[src/rtl/juice_pkg.sv]
// Shared types and default timing for the juice dispense responder.
package juice_pkg;

    typedef enum logic [2:0] {
        IDLE,
        RUN_1,
        RUN_2,
        WAIT_DROP,
        CHANGE,
        DONE,
        FAULT
    } state_t;

    localparam int MOTOR_CYCLES_DEF  = 16;
    localparam int DROP_TIMEOUT_DEF  = 64;
    localparam int CHANGE_CYCLES_DEF = 4;

    // Width of the one shared down-counter that times every phase.
    function automatic int cnt_width(input int a, input int b, input int c);
        int m;
        m = (a > b) ? a : b;
        m = (m > c) ? m : c;
        return $clog2(m) + 1;
    endfunction

endpackage

[src/rtl/juice_sync2.sv]
// Two-flop synchroniser for an asynchronous level input.
module juice_sync2 (
    input  logic clk,
    input  logic rst,
    input  logic d,
    output logic q
);

    logic meta;

    always_ff @(posedge clk or posedge rst) begin
        if (rst) begin
            meta <= 1'b0;
            q    <= 1'b0;
        end else begin
            meta <= d;
            q    <= meta;
        end
    end

endmodule

[src/rtl/juice_dispense_ctrl.sv]
// Vend responder: turns juice/change request edges into timed actuator pulses,
// confirms cup delivery on the drop sensor and reports done/fault upstream.
module juice_dispense_ctrl
    import juice_pkg::*;
#(
    parameter int MOTOR_CYCLES  = MOTOR_CYCLES_DEF,
    parameter int DROP_TIMEOUT  = DROP_TIMEOUT_DEF,
    parameter int CHANGE_CYCLES = CHANGE_CYCLES_DEF
) (
    input  logic clk,
    input  logic rst,
    input  logic vend_j1,
    input  logic vend_j2,
    input  logic vend_change,
    input  logic drop_sensor,
    input  logic fault_clr,
    output logic motor_1,
    output logic motor_2,
    output logic change_pulse,
    output logic busy,
    output logic done,
    output logic fault
);

    localparam int CW = cnt_width(MOTOR_CYCLES, DROP_TIMEOUT, CHANGE_CYCLES);
    localparam logic [CW-1:0] MOTOR_LOAD  = CW'(MOTOR_CYCLES - 1);
    localparam logic [CW-1:0] DROP_LOAD   = CW'(DROP_TIMEOUT - 1);
    localparam logic [CW-1:0] CHANGE_LOAD = CW'(CHANGE_CYCLES - 1);

    state_t        state;
    logic [CW-1:0] cnt;
    logic          drop_seen;
    logic          hist_j1, hist_j2, hist_ch;
    logic          drop_sync, drop_q, drop_rise;
    logic          edge_j1, edge_j2, edge_ch;

    juice_sync2 u_drop_sync (
        .clk (clk),
        .rst (rst),
        .d   (drop_sensor),
        .q   (drop_sync)
    );

    // History resets high so a request held across reset release needs a fresh edge.
    always_ff @(posedge clk or posedge rst) begin
        if (rst) begin
            hist_j1 <= 1'b1;
            hist_j2 <= 1'b1;
            hist_ch <= 1'b1;
            drop_q  <= 1'b0;
        end else begin
            hist_j1 <= vend_j1;
            hist_j2 <= vend_j2;
            hist_ch <= vend_change;
            drop_q  <= drop_sync;
        end
    end

    assign edge_j1   = vend_j1 & ~hist_j1;
    assign edge_j2   = vend_j2 & ~hist_j2;
    assign edge_ch   = vend_change & ~hist_ch;
    assign drop_rise = drop_sync & ~drop_q;

    always_ff @(posedge clk or posedge rst) begin
        if (rst) begin
            state        <= IDLE;
            cnt          <= '0;
            drop_seen    <= 1'b0;
            motor_1      <= 1'b0;
            motor_2      <= 1'b0;
            change_pulse <= 1'b0;
            busy         <= 1'b0;
            done         <= 1'b0;
            fault        <= 1'b0;
        end else begin
            done <= 1'b0;
            case (state)
                IDLE: begin
                    if (edge_j1) begin
                        state   <= RUN_1;
                        motor_1 <= 1'b1;
                        busy    <= 1'b1;
                        cnt     <= MOTOR_LOAD;
                    end else if (edge_j2) begin
                        state   <= RUN_2;
                        motor_2 <= 1'b1;
                        busy    <= 1'b1;
                        cnt     <= MOTOR_LOAD;
                    end else if (edge_ch) begin
                        state        <= CHANGE;
                        change_pulse <= 1'b1;
                        busy         <= 1'b1;
                        cnt          <= CHANGE_LOAD;
                    end
                end
                RUN_1, RUN_2: begin
                    if (drop_rise) drop_seen <= 1'b1;
                    if (cnt == '0) begin
                        motor_1 <= 1'b0;
                        motor_2 <= 1'b0;
                        // A drop landing on the final motor cycle still counts as delivered.
                        if (drop_seen || drop_rise) begin
                            state <= DONE;
                            done  <= 1'b1;
                        end else begin
                            state <= WAIT_DROP;
                            cnt   <= DROP_LOAD;
                        end
                    end else begin
                        cnt <= cnt - 1'b1;
                    end
                end
                WAIT_DROP: begin
                    if (drop_rise) begin
                        state <= DONE;
                        done  <= 1'b1;
                    end else if (cnt == '0) begin
                        state <= FAULT;
                        fault <= 1'b1;
                        busy  <= 1'b0;
                    end else begin
                        cnt <= cnt - 1'b1;
                    end
                end
                CHANGE: begin
                    if (cnt == '0) begin
                        change_pulse <= 1'b0;
                        state        <= DONE;
                        done         <= 1'b1;
                    end else begin
                        cnt <= cnt - 1'b1;
                    end
                end
                DONE: begin
                    drop_seen <= 1'b0;
                    busy      <= 1'b0;
                    state     <= IDLE;
                end
                FAULT: begin
                    if (fault_clr) begin
                        fault <= 1'b0;
                        state <= IDLE;
                    end
                end
                default: begin
                    state        <= IDLE;
                    drop_seen    <= 1'b0;
                    motor_1      <= 1'b0;
                    motor_2      <= 1'b0;
                    change_pulse <= 1'b0;
                    busy         <= 1'b0;
                    fault        <= 1'b0;
                end
            endcase
        end
    end

endmodule

[config.mk]
export PLATFORM = sky130hd
export DESIGN_NAME = juice_dispense_ctrl
export DESIGN_NICKNAME = d
export VERILOG_FILES = /design/src/rtl/juice_pkg.sv /design/src/rtl/juice_sync2.sv /design/src/rtl/juice_dispense_ctrl.sv
export SDC_FILE = /design/constraint.sdc
export NUM_CORES = 1
export LEC_CHECK = 0
export ABC_AREA = 1
export CORE_ASPECT_RATIO = 1.2
export CORE_UTILIZATION = 40
export CTS_BUF_LIST = sky130_fd_sc_hd__clkbuf_8
export CTS_CLUSTER_SIZE = 30
export DETAILED_ROUTE_END_ITERATION = 10
export PLACE_DENSITY_LB_ADDON = 0.08
export SLEW_MARGIN = 40
export SYNTH_ARGS = -nofsm -noshare
export SYNTH_HDL_FRONTEND = slang
export SYNTH_SLANG_ARGS = --single-unit
[constraint.sdc]
create_clock -name clk -period 1.45 [get_ports clk]
set_input_delay 0.3625 -clock clk [delete_from_list [all_inputs] [get_ports clk]]
set_output_delay 0.3625 -clock clk [all_outputs]
set_load 0.05 [all_outputs]
==> results of run 1 <==
-- cell type report --
class	instances	share of cell area, %
repair buffers	41	20.45
inverters	27	5.070
flip-flops and latches	23	27.04
clock buffers	3	1.923
multi-input cells	143	42.25
well taps	52	3.030
clock inverters	1	0.2331
-- power by group through the flow --
stage	registers, W	clock network (W)	logic, W
2_1_floorplan	0.00118	0	0.00203
3_3_place_gp	0.00107	0	0.00311
3_5_place_dp	0.00108	0	0.00318
4_1_cts	0.00108	0.000422	0.00333
5_1_grt	0.00111	0.000441	0.00373
6_report	0.00108	0.000410	0.00338
-- metrics by stage --
step           power (W)  hold WS [ns]  cell area [sq um]
3_3_place_gp    0.004187        0.3342               2007
6_report        0.004876        0.3535               2147
5_1_grt         0.005284        0.3757               2147
2_1_floorplan   0.003210        0.3312               1555
4_1_cts         0.004835        0.3559               2120
3_5_place_dp    0.004260        0.3364               2007
-- registers in the layout, indices dropped and copies added, names as in the netlist --
| name | cells |
|---|---|
| drop_seen | 1 |
| u_drop_sync.q | 1 |
| busy | 1 |
| drop_q | 1 |
| motor_2 | 1 |
| cnt | 7 |
| hist_ch | 1 |
| u_drop_sync.meta | 1 |
| done | 1 |
| change_pulse | 1 |
| fault | 1 |
| hist_j2 | 1 |
| state | 3 |
| hist_j1 | 1 |
| motor_1 | 1 |
-- placed cells by master, fill, tap and decap left out, types with 2 or more instances in the layout --
master	n
inv_1	19
nand4_1	3
nor2_1	10
nor2_4	5
clkbuf_8	3
nand2_1	57
nand3_1	23
dfrtp_1	19
a21oi_1	4
nor2_2	4
inv_2	6
buf_12	9
o21ai_0	2
nand3_4	4
nand2_2	10
clkdlybuf4s50_1	6
nand2_4	8
dfstp_2	3
nor2_8	3
buf_4	25
a21oi_4	2
-- what timing repair did --
action / 4_1_cts / 5_1_grt
setup endpoints to repair: 14 / 14
pin swaps: 6 / 10
buffers inserted: 2 / 0
resized for setup: 12 / 9
-- worst reg2reg max path, delay by kind of cell, from the launching register on --
| family | cells | cell delay (ns) |
|---|---|---|
| AND/OR/NAND/NOR | 6 | 0.49 |
| flip-flops | 1 | 0.40 |
| adder cells (fa/ha/maj) | 1 | 0.17 |
| buffers and inverters | 3 | 0.28 |
-- layer usage --
layer  vias to the layer above  part of all wire, %  track usage (%)
li1                        703                    -                -
met1                       667                   44            24.59
met2                        17                   52            34.61
met3                         4                  2.4            2.778
met4                         0                  1.2            6.349
met5                         -                    0                0
-- cells by family after synthesis --
family | synth area share, %
compound gates | 5.543
flops | 37.73
simple gates | 46.05
xor+xnor | 0.5706
fa+ha+maj | 0.8149
buf+inv | 9.291
-- how the worst max path moves through the flow --
stage	from	to	slack (ns)	cells after the start
after floorplan	cnt[0]$_DFFE_PP0P_	state[0]$_DFFE_PP0P_	0.03	9
after global placement	vend_j2	cnt[3]$_DFFE_PP0P_	-0.22	9
after detailed placement	vend_j2	cnt[0]$_DFFE_PP0P_	-0.24	9
after CTS	cnt[0]$_DFFE_PP0P_	state[1]$_DFFE_PP0P_	-0.02	9
after global routing	cnt[0]$_DFFE_PP0P_	cnt[2]$_DFFE_PP0P_	-0.1	10
final	cnt[0]$_DFFE_PP0P_	cnt[4]$_DFFE_PP0P_	0.007	10
==> summary.txt, run 1 <==
Global route
  • Largest net degree at the start of global routing: 24
  • Vias in the first global route: about 1500
  • Gr ovfl total: 0
  • GR Util All Layers: approximately 20%
  • Initial antenna violation count: 0
  • First-pass GRT wire length: roughly 6300 microns

Setup path
  • Crit Path Class: register to register
  • FF-to-FF End: cnt[4]$_DFFE_PP0P_
  • Crit path max-delay family: simple AND/OR/NAND/NOR gates
  • CP max FO: 7
  • Startpoint Class: register
  • CP Cell Sequence: inv_2, ha_4, buf_6, nand2_4, nor2_8, nand3_4, inv_2, nor2_4, nand2_1, nand2_1
  • Slowest stage delay, CP: 0.40 ns
  • Slowest-stage cell, CP: dfrtp_1
  • Worst reg2reg setup slack: slightly below 0.007 ns
  • Worst R2R Path Depth: 10
  • Crit path buffers/inverters: 3
  • Setup crit end kind: register
  • Critical Path RT: roughly 1.6 ns
  • Worst Path Arrival: 1.61 ns
  • Reg2reg start: cnt[0]$_DFFE_PP0P_

Min path
  • WHS Path Cells: 0
  • Hold Startpoint: u_drop_sync.meta$_DFF_PP0_
  • Min-Delay Path Class: register to register
  • Hold Path Sink: u_drop_sync.q$_DFF_PP0_

Run
  • Maxcap violations: 0

Placed design
  • Gp weighted congestion: roughly 0.8
  • Hpwl dp: ~2700 microns
  • Pre-CTS setup slack: -0.2412 ns
  • IO Port Bufs: 12
  • Placed cells: between 200 and 300

STA
  • Max-slew violations: 0
  • RSZ-0062 raised after global routing: true
  • Final setup vio count: 0
  • Worst rel slew slack: 80.14%
  • Setup Skew: 0.003982 ns
  • Max Clk Rate: between 600 and 700 MHz
  • Min Tclk post-route: roughly 1.4 ns
  • Worst Max-Slew Pin Slew: 0.2969 ns
  • Worst setup margin: 0.006962 ns
  • Fin crit share: between 90% and 100%
  • Final Hold Viols: 0
  • Fin Setup TNS: 0 ns

Routing
  • DR iter-0 viols: 52
  • Post-route ant nets: 0
  • Wire per inst: around 12 microns
  • Vias per inst: between 4 and 5
  • Final WL: between 3000 and 4000 microns
  • Number of remaining DRC errors: 0
  • Via count: 1391
  • Number of iterations in the first detailed-routing pass: 4

Final layout
  • Area of the multi-input gates: around 910 sq um
  • NumNets Final: around 250
  • FF+latch area: 580.6 sq um
  • Antenna fix cells: 0
  • Cell Count, Final, Fillers Out: 290
  • Share of layout cells above drive strength 1: a little under two fifths
  • Area growth syn-to-layout: 39.85%
  • Layout Utilization: approximately 60%
  • Fill cells: around 340

Synth
  • Mapped Cells: 196
  • Register area share after synthesis: between 30% and 40%
  • Synth cell count leaders: nand2_1, nand3_1, inv_1, dfrtp_1, nor2_1
  • Cell type with the highest aggregate area in the netlist: dfrtp_1
  • Main synth FF type: dfrtp_1
  • Most frequent cell after synthesis: nand2_1
  • Syn Area/Cell: between 7 and 8 sq um
  • Top cells by area, synth: dfrtp_1, nand2_1, nand3_1
  • Yosys top cell area share: 32.60%
  • Yosys warns: 0
  • Syn_nets: around 200
  • Mapped Area: roughly 0.0015 sq mm
  • Post-synth EDFFs: 0
  • Yosys cell types: 29
  • Synth Register Bits: 23
  • Async SR Flop Fraction: between 90% and 100%

CTS
  • CTS tree: done
  • Hold-fix buffers, CTS: 0
  • Root Driver: clkbuf_8
  • Num CTS Buffers: 3
  • Worst-Skew Late Latency: between 0.2 and 0.3 ns
  • Clock Sinks: 23
  • Clk buf depth: 2
  • Htree depth: 1
  • Reg clk slew, reported paths: roughly 0.090 ns

Pwr
  • Seq pwr share: approximately 22%
  • Sw Ratio: roughly half
  • Leak Pwr: 1.125 nW
  • Combinational power share: between 60% and 70%
  • Switching pwr: between 0.002 and 0.0025 W
  • Worst IR Drop VDD: about 1200 uV
  • PD cells: 2271 mW/mm^2
  • Internal power: roughly 0.0025 W
  • Clock network power share: 8.4%

Die
  • IO Count: 13
  • Die W: between 50 and 60 microns
  • FP Rows: 24
  • Die area: slightly above 0.004 sq mm
  • Starting Density: between 40% and 50%
  • Die Y: around 70 microns
  • Core area: around 0.0037 sq mm

Run status
  • Status: finished, final reports clean
(Power assumes the default switching activity.)
==> run 2, diff against run 1 <==
--- a/constraint.sdc
+++ b/constraint.sdc
@@ -3,2 +3,2 @@
 set_output_delay 0.3625 -clock clk [all_outputs]
-set_load 0.05 [all_outputs]
+set_load 0.005 [all_outputs]
==> summary.txt, run 2 (same netlist as run 1, synthesis figures left out) <==
Die
  • Die area: 0.004091 sq mm (unchanged)
  • Starting Density: 41.91% (unchanged)
  • Core area: 0.003664 sq mm (unchanged)
  • Die W: 58.56 microns (unchanged)
  • FP Rows: 24 (unchanged)
  • IO Count: 13 (unchanged)
  • Die Y: 69.87 microns (unchanged)

CTS
  • Clock Sinks: 23 (unchanged)
  • Htree depth: 1 (unchanged)
  • CTS tree: done
  • Num CTS Buffers: 3 (unchanged)
  • Hold-fix buffers, CTS: 0 (unchanged)
  • Clk buf depth: 2 (unchanged)
  • Worst-Skew Late Latency: 0.27 ns (about the same)
  • Root Driver: clkbuf_8
  • Reg clk slew, reported paths: 0.09 ns (about the same)

Final layout
  • Max reg flops: 7 (unchanged)
  • Share of layout cells above drive strength 1: 35.12% (-3.1 points)
  • Cell Count, Final, Fillers Out: 294 (+1.4%)
  • Most common cell after layout, fill and taps aside: nand2_1
  • NumNets Final: 251 (+1.6%)
  • Largest registers: cnt (7), state (3)
  • Largest Register: cnt
  • Area of the multi-input gates: 892.1 sq um (-1.7%)
  • Antenna fix cells: 0 (unchanged)
  • Fill cells: 346 (+0.58%)
  • FF+latch area: 580.6 sq um (unchanged)
  • Area growth syn-to-layout: 36.59%
  • Layout Utilization: 57.24% (-1.4 points)
  • Final instance area: 0.002097 sq mm (-2.3%)
  • Most frequent cells in the layout: nand2_1, buf_4, nand3_1, inv_1, dfrtp_1

STA
  • Worst rel slew slack: 82.41% (+2.3 points)
  • Worst Max-Slew Pin Slew: 0.2629 ns (-0.03395 ns)
  • Min Tclk post-route: 1.462 ns (+0.01863 ns)
  • Fin crit share: 100.8% (+1.3 points)
  • Hold WS: 0.3657 ns (+0.01226 ns)
  • Final setup vio count: 5 (+5)
  • Worst setup margin: -0.01167 ns (-0.01863 ns)
  • Setup Skew: 0.009401 ns (+0.005420 ns)
  • RSZ-0062 raised after global routing: true
  • Final Hold Viols: 0 (unchanged)
  • Max-slew violations: 0 (unchanged)
  • Max Clk Rate: 684.2 MHz (-1.3%)

Routing
  • Post-route ant nets: 0 (unchanged)
  • Number of iterations in the first detailed-routing pass: 4 (unchanged)
  • Vias per inst: 4.704 (-1.9%)
  • Via count: 1383 (-0.58%)
  • Wire per inst: 11.62 microns (-3.1%)
  • Final WL: 3415 microns (-1.7%)
  • Number of remaining DRC errors: 0 (unchanged)
  • DR iter-0 viols: 44 (-15%)

Global route
  • Largest net degree at the start of global routing: 24 (unchanged)
  • GR Util All Layers: 19.59% (-0.21 points)
  • First-pass GRT wire length: 6279 microns (-1.1%)
  • Gr ovfl total: 0 (unchanged)
  • Vias in the first global route: 1474 (+1.1%)
  • Initial antenna violation count: 0 (unchanged)

Placed design
  • Hpwl dp: 2624 microns (-3.0%)
  • Pre-CTS setup slack: -0.2471 ns (-0.005818 ns)
  • Placement Cell Area: 0.001947 sq mm (-3.0%)
  • Gp weighted congestion: 0.8339 (+1.9%)
  • Placed cells: 284 (unchanged)
  • IO Port Bufs: 12 (unchanged)

Setup path
  • Startpoint Class: register
  • Crit Path Class: register to register
  • Critical Path RT: 1.62 ns (about the same)
  • Worst Path Arrival: 1.63 ns (+0.02 ns)
  • Worst Setup SP: cnt[0]$_DFFE_PP0P_
  • Setup crit end kind: register
  • Reg2reg start: cnt[0]$_DFFE_PP0P_
  • CP max FO: 5 (-2)

Run status
  • Status: finished, violations left
  • Failing checks: negative setup slack

Run
  • Maxcap violations: 0 (unchanged)

Pwr
  • PD cells: 2150 mW/mm^2 (-5.3%)
  • Worst IR Drop VDD: 947.3 uV (-23%)
  • Leak Pwr: 1.121 nW (-0.42%)

Min path
  • Hold Startpoint: u_drop_sync.meta$_DFF_PP0_
  • Min-Delay Path Class: register to register
-- run 2: cell types whose count changed in the layout (fill, tap and decap cells not counted), moves of 3 or more --
| cell | change |
|---|---|
| nand2_1 | +4 |
| nand2_2 | -3 |
| buf_4 | +4 |
| buf_12 | -6 |
| dlygate4sd2_1 | +6 |
-- run 2: timing repair --
action / 4_1_cts / 5_1_grt
buffers inserted: 3 / 3
pin swaps: 4 / 9
gates resized for setup: 15 / 7
endpoints found under the setup margin: 18 / 13
-- run 2: worst paths after layout --
path / cells after the start / end / slack (ns)
max: 9 / state[0]$_DFFE_PP0P_ / -0.01
min in group asynchronous: 3 / change_pulse$_DFFE_PP0P_ / 0.41
max in group asynchronous: 3 / hist_ch$_DFF_PP1_ / 0.82
min reg2reg: 0 / u_drop_sync.q$_DFF_PP0_ / 0.37
max reg2reg: 9 / state[0]$_DFFE_PP0P_ / -0.01
min: 0 / u_drop_sync.q$_DFF_PP0_ / 0.37
-- run 2: final cells by class --
cell class	instances	share of cell area, %
Timing Repair Buffer	45	19.15
Multi-Input combinational cell	143	42.54
Sequential cell	23	27.68
Tap cell	52	3.103
Clock inverter	1	0.3580
Inverter	27	5.191
Clock buffer	3	1.969
-- run 2: per-layer routing --
metal,wire [microns],track usage (%),vias up,part of all wire [%]
met5,0,0,-,0
met4,48,7.672,0,1.4
met3,60,1.481,4,1.8
met2,1763,35.50,14,52
met1,1542,23.37,654,45
li1,-,-,711,-
-- run 2: per-stage QoR --
step	TNS, ns	power (W)
2_1_floorplan	0	0.003021
3_3_place_gp	-2.166	0.003851
3_5_place_dp	-2.395	0.003909
4_1_cts	0	0.004438
5_1_grt	-0.9348	0.004919
6_report	-0.04358	0.004509
-- run 2: report_power, final --
group | internal (W) | switching, W | leakage (nW) | total, W
combinational | 0.00133 | 0.00172 | 0.818 | 0.00305
sequential | 0.000856 | 0.000186 | 0.281 | 0.00104
clock | 0.000194 | 0.000225 | 0.0217 | 0.000419
-- run 2: critical path: stages (launching register included) --
cell	delay [ns]
dfrtp_1	0.40
inv_2	0.08
ha_4	0.15
nand2_1	0.08
nor2_4	0.14
nand2_4	0.10
a21oi_4	0.21
nand2_2	0.09
nand2_1	0.06
nand2_1	0.05
==> patch (settings of run 1) <==
Register the output `motor_1` once more, without a reset; this adds one clock of latency there. The other outputs are not delayed to match.
--- a/src/rtl/juice_dispense_ctrl.sv
+++ b/src/rtl/juice_dispense_ctrl.sv
@@ -26,6 +26,8 @@
     localparam logic [CW-1:0] MOTOR_LOAD  = CW'(MOTOR_CYCLES - 1);
     localparam logic [CW-1:0] DROP_LOAD   = CW'(DROP_TIMEOUT - 1);
     localparam logic [CW-1:0] CHANGE_LOAD = CW'(CHANGE_CYCLES - 1);
+
+    logic motor_1_s0;
 
     state_t        state;
     logic [CW-1:0] cnt;
@@ -66,7 +68,7 @@
             state        <= IDLE;
             cnt          <= '0;
             drop_seen    <= 1'b0;
-            motor_1      <= 1'b0;
+            motor_1_s0   <= 1'b0;
             motor_2      <= 1'b0;
             change_pulse <= 1'b0;
             busy         <= 1'b0;
@@ -78,7 +80,7 @@
                 IDLE: begin
                     if (edge_j1) begin
                         state   <= RUN_1;
-                        motor_1 <= 1'b1;
+                        motor_1_s0 <= 1'b1;
                         busy    <= 1'b1;
                         cnt     <= MOTOR_LOAD;
                     end else if (edge_j2) begin
@@ -96,7 +98,7 @@
                 RUN_1, RUN_2: begin
                     if (drop_rise) drop_seen <= 1'b1;
                     if (cnt == '0) begin
-                        motor_1 <= 1'b0;
+                        motor_1_s0 <= 1'b0;
                         motor_2 <= 1'b0;
                         // A drop landing on the final motor cycle still counts as delivered.
                         if (drop_seen || drop_rise) begin
@@ -145,7 +147,7 @@
                 default: begin
                     state        <= IDLE;
                     drop_seen    <= 1'b0;
-                    motor_1      <= 1'b0;
+                    motor_1_s0   <= 1'b0;
                     motor_2      <= 1'b0;
                     change_pulse <= 1'b0;
                     busy         <= 1'b0;
@@ -155,5 +157,9 @@
         end
     end
 
+    always_ff @(posedge clk) begin
+        motor_1 <= motor_1_s0;
+    end
+
 endmodule
 
Formal check against the unedited RTL: not equivalent (a bounded check fails within 4 cycles, from zero or initial values and one cycle with rst high).
==> patch against run 1 <==
- non-clock buffer count increased by 6
- maximum frequency increased by 0.64%
- combinational power increased by 4%
- final area increased by 1.6%
- routed wire length increased by 4.9%
- clock skew decreased by 2.5 ps
- synthesized area decreased by 6.6%
- sequential cell count increased by 1
- synthesized cell count increased by 4.1%
- total power increased by 3.9%
- first-iteration DRC count increased by 58%
- die area decreased by 6.4%
- hold slack improved by 8.9 ps
- worst setup slack improved by 9.2 ps
==> patch: results (changes against run 1) <==
worst_setup_path:
  reg2reg_depth: 9  # -1
  worstReg2RegEnd: "cnt[5]"
  timing.critical_path.arrival_ps: 1650  # +40 ps
  setup.worst_path.start: "state[2]"
  max_stage_delay_ps: 450  # +50 ps
  critical-path-slowest-cell: "sky130_fd_sc_hd__dfrtp_2"
synth:
  synthTopCellsByCount: "75 x sky130_fd_sc_hd__nand2_1, 28 x sky130_fd_sc_hd__nand3_1, 20 x sky130_fd_sc_hd__dfrtp_1, 20 x sky130_fd_sc_hd__nor2_1, 19 x sky130_fd_sc_hd__inv_1"
  yosys-top-cells-area: "sky130_fd_sc_hd__dfrtp_1 35%, sky130_fd_sc_hd__nand2_1 20%, sky130_fd_sc_hd__nand3_1 9.8%"
  synth_compound_gate_area_share_pct: 5.15  # -0.39 points
  ys_async_sr_fraction_pct: 95.8  # -4.2 points
  synthAdderAreaFrac_pct: 0.873  # +0.058 points
  synth-xor-area-share_pct: 1.22  # +0.65 points
  yosysUniqueCellTypes: 24  # -17%
  sequential_to_total_area_share_from_yosys_stat_pct: 41.8  # +4.1 points
  synthesis.area_per_instance_sq_um: 7.03  # -10%
  mappedNetlistNets: 212  # +3.9%
cells_and_area:
  inv_count: 22  # -19%
  multi_input_gates: 157  # +9.8%
  multiInputGateArea_sq_um: 932  # +2.8%
  clkCellAreaFrac_pct: 2.07  # -0.091 points
  buffers_excl_clock: 47  # +15%
  final_layout_size_suffix_gt1_share_pct: 39.8  # +1.5 points
  finish.instance_area_sq_um: 2180  # +1.6%
  seq-cell-share_pct: 27.7  # +0.61 points
  signal_buffer_area_fraction_pct: 21.4  # +0.95 points
  finalNetCount: 263  # +6.5%
  n_fill_cell: 295  # -14%
run_status:
  result_of_the_run: "finished clean"
timing:
  worstMarginPinSlew_ps: 315  # +17.9 ps
  clock_skew_ps: 1.50  # -2.49 ps
route:
  route.detailed.vias_per_inst: 5.03  # +5.0%
  route.met2.wl_mm: 1.95  # +6.9%
  initialDrtViolationCount: 82  # +58%
  routed_wire_length_per_instance_microns: 12.5  # +4.5%
  detail_route.wirelength_mm: 3.64  # +4.9%
  top_layer_used: "met4"
  dr_wl_met3_microns: 96  # +14%
  met1Wirelength_mm: 1.52  # -0.52%
  first_drt_pass_iteration_count: 5  # +1
grt:
  number_of_global_route_vias_before_repair: 1485  # +1.9%
  m1_gr_usage_pct: 23.0  # -1.6 points
  grt.total_usage_pct: 20.9  # +1.1 points
  use_met2_pct: 39.4  # +4.8 points
  grt_first_pass_wirelength_mm: 6.11  # -3.8%
  met3_use_gr_pct: 2.68  # -0.096 points
place:
  routabilityCongestion: 0.833  # +1.7%
  post-dp-hpwl_mm: 2.79  # +3.0%
  detailed_place.area_sq_um: 1890  # -6.0%
  dpl.cell_count: 281  # -1.1%
clocking:
  clock_sinks: 24  # +4.3%
  cts-resized-gates: 19  # +7
  cts_setup_buffers: 4  # +2
pwr:
  p_int_mw: 2.62  # +5.0%
  max_vdd_drop_uv: 1360  # +11%
  power_leakage_nw: 1.13  # +0.48%
-- patch: power by group through the flow --
| stage | registers, mW | clock network [mW] | logic (mW) |
|---|---|---|---|
| after floorplan | 1.23 | 0 | 1.68 |
| after global placement | 1.13 | 0 | 2.83 |
| after detailed placement | 1.13 | 0 | 2.85 |
| after CTS | 1.14 | 0.412 | 3.09 |
| after global routing | 1.17 | 0.435 | 3.84 |
| final | 1.15 | 0.403 | 3.52 |
-- patch: how the worst min path moves through the flow --
stage	cells after the start	slack, ps	endpoint
after floorplan	0	330	u_drop_sync.q
after global placement	0	330	u_drop_sync.q
after detailed placement	0	350	u_drop_sync.q
after CTS	0	370	u_drop_sync.q
after global routing	0	370	u_drop_sync.q
final	0	360	u_drop_sync.q
-- patch: stage by stage --
stage          setup WS [ps]  hold slack, ps  util, %
5_1_grt                 -103             368     64.8
2_1_floorplan           1.47             331        -
6_report                16.1             362     64.8
3_5_place_dp            -232             348     56.0
3_3_place_gp            -215             334     56.0
4_1_cts                -3.21             367     60.2
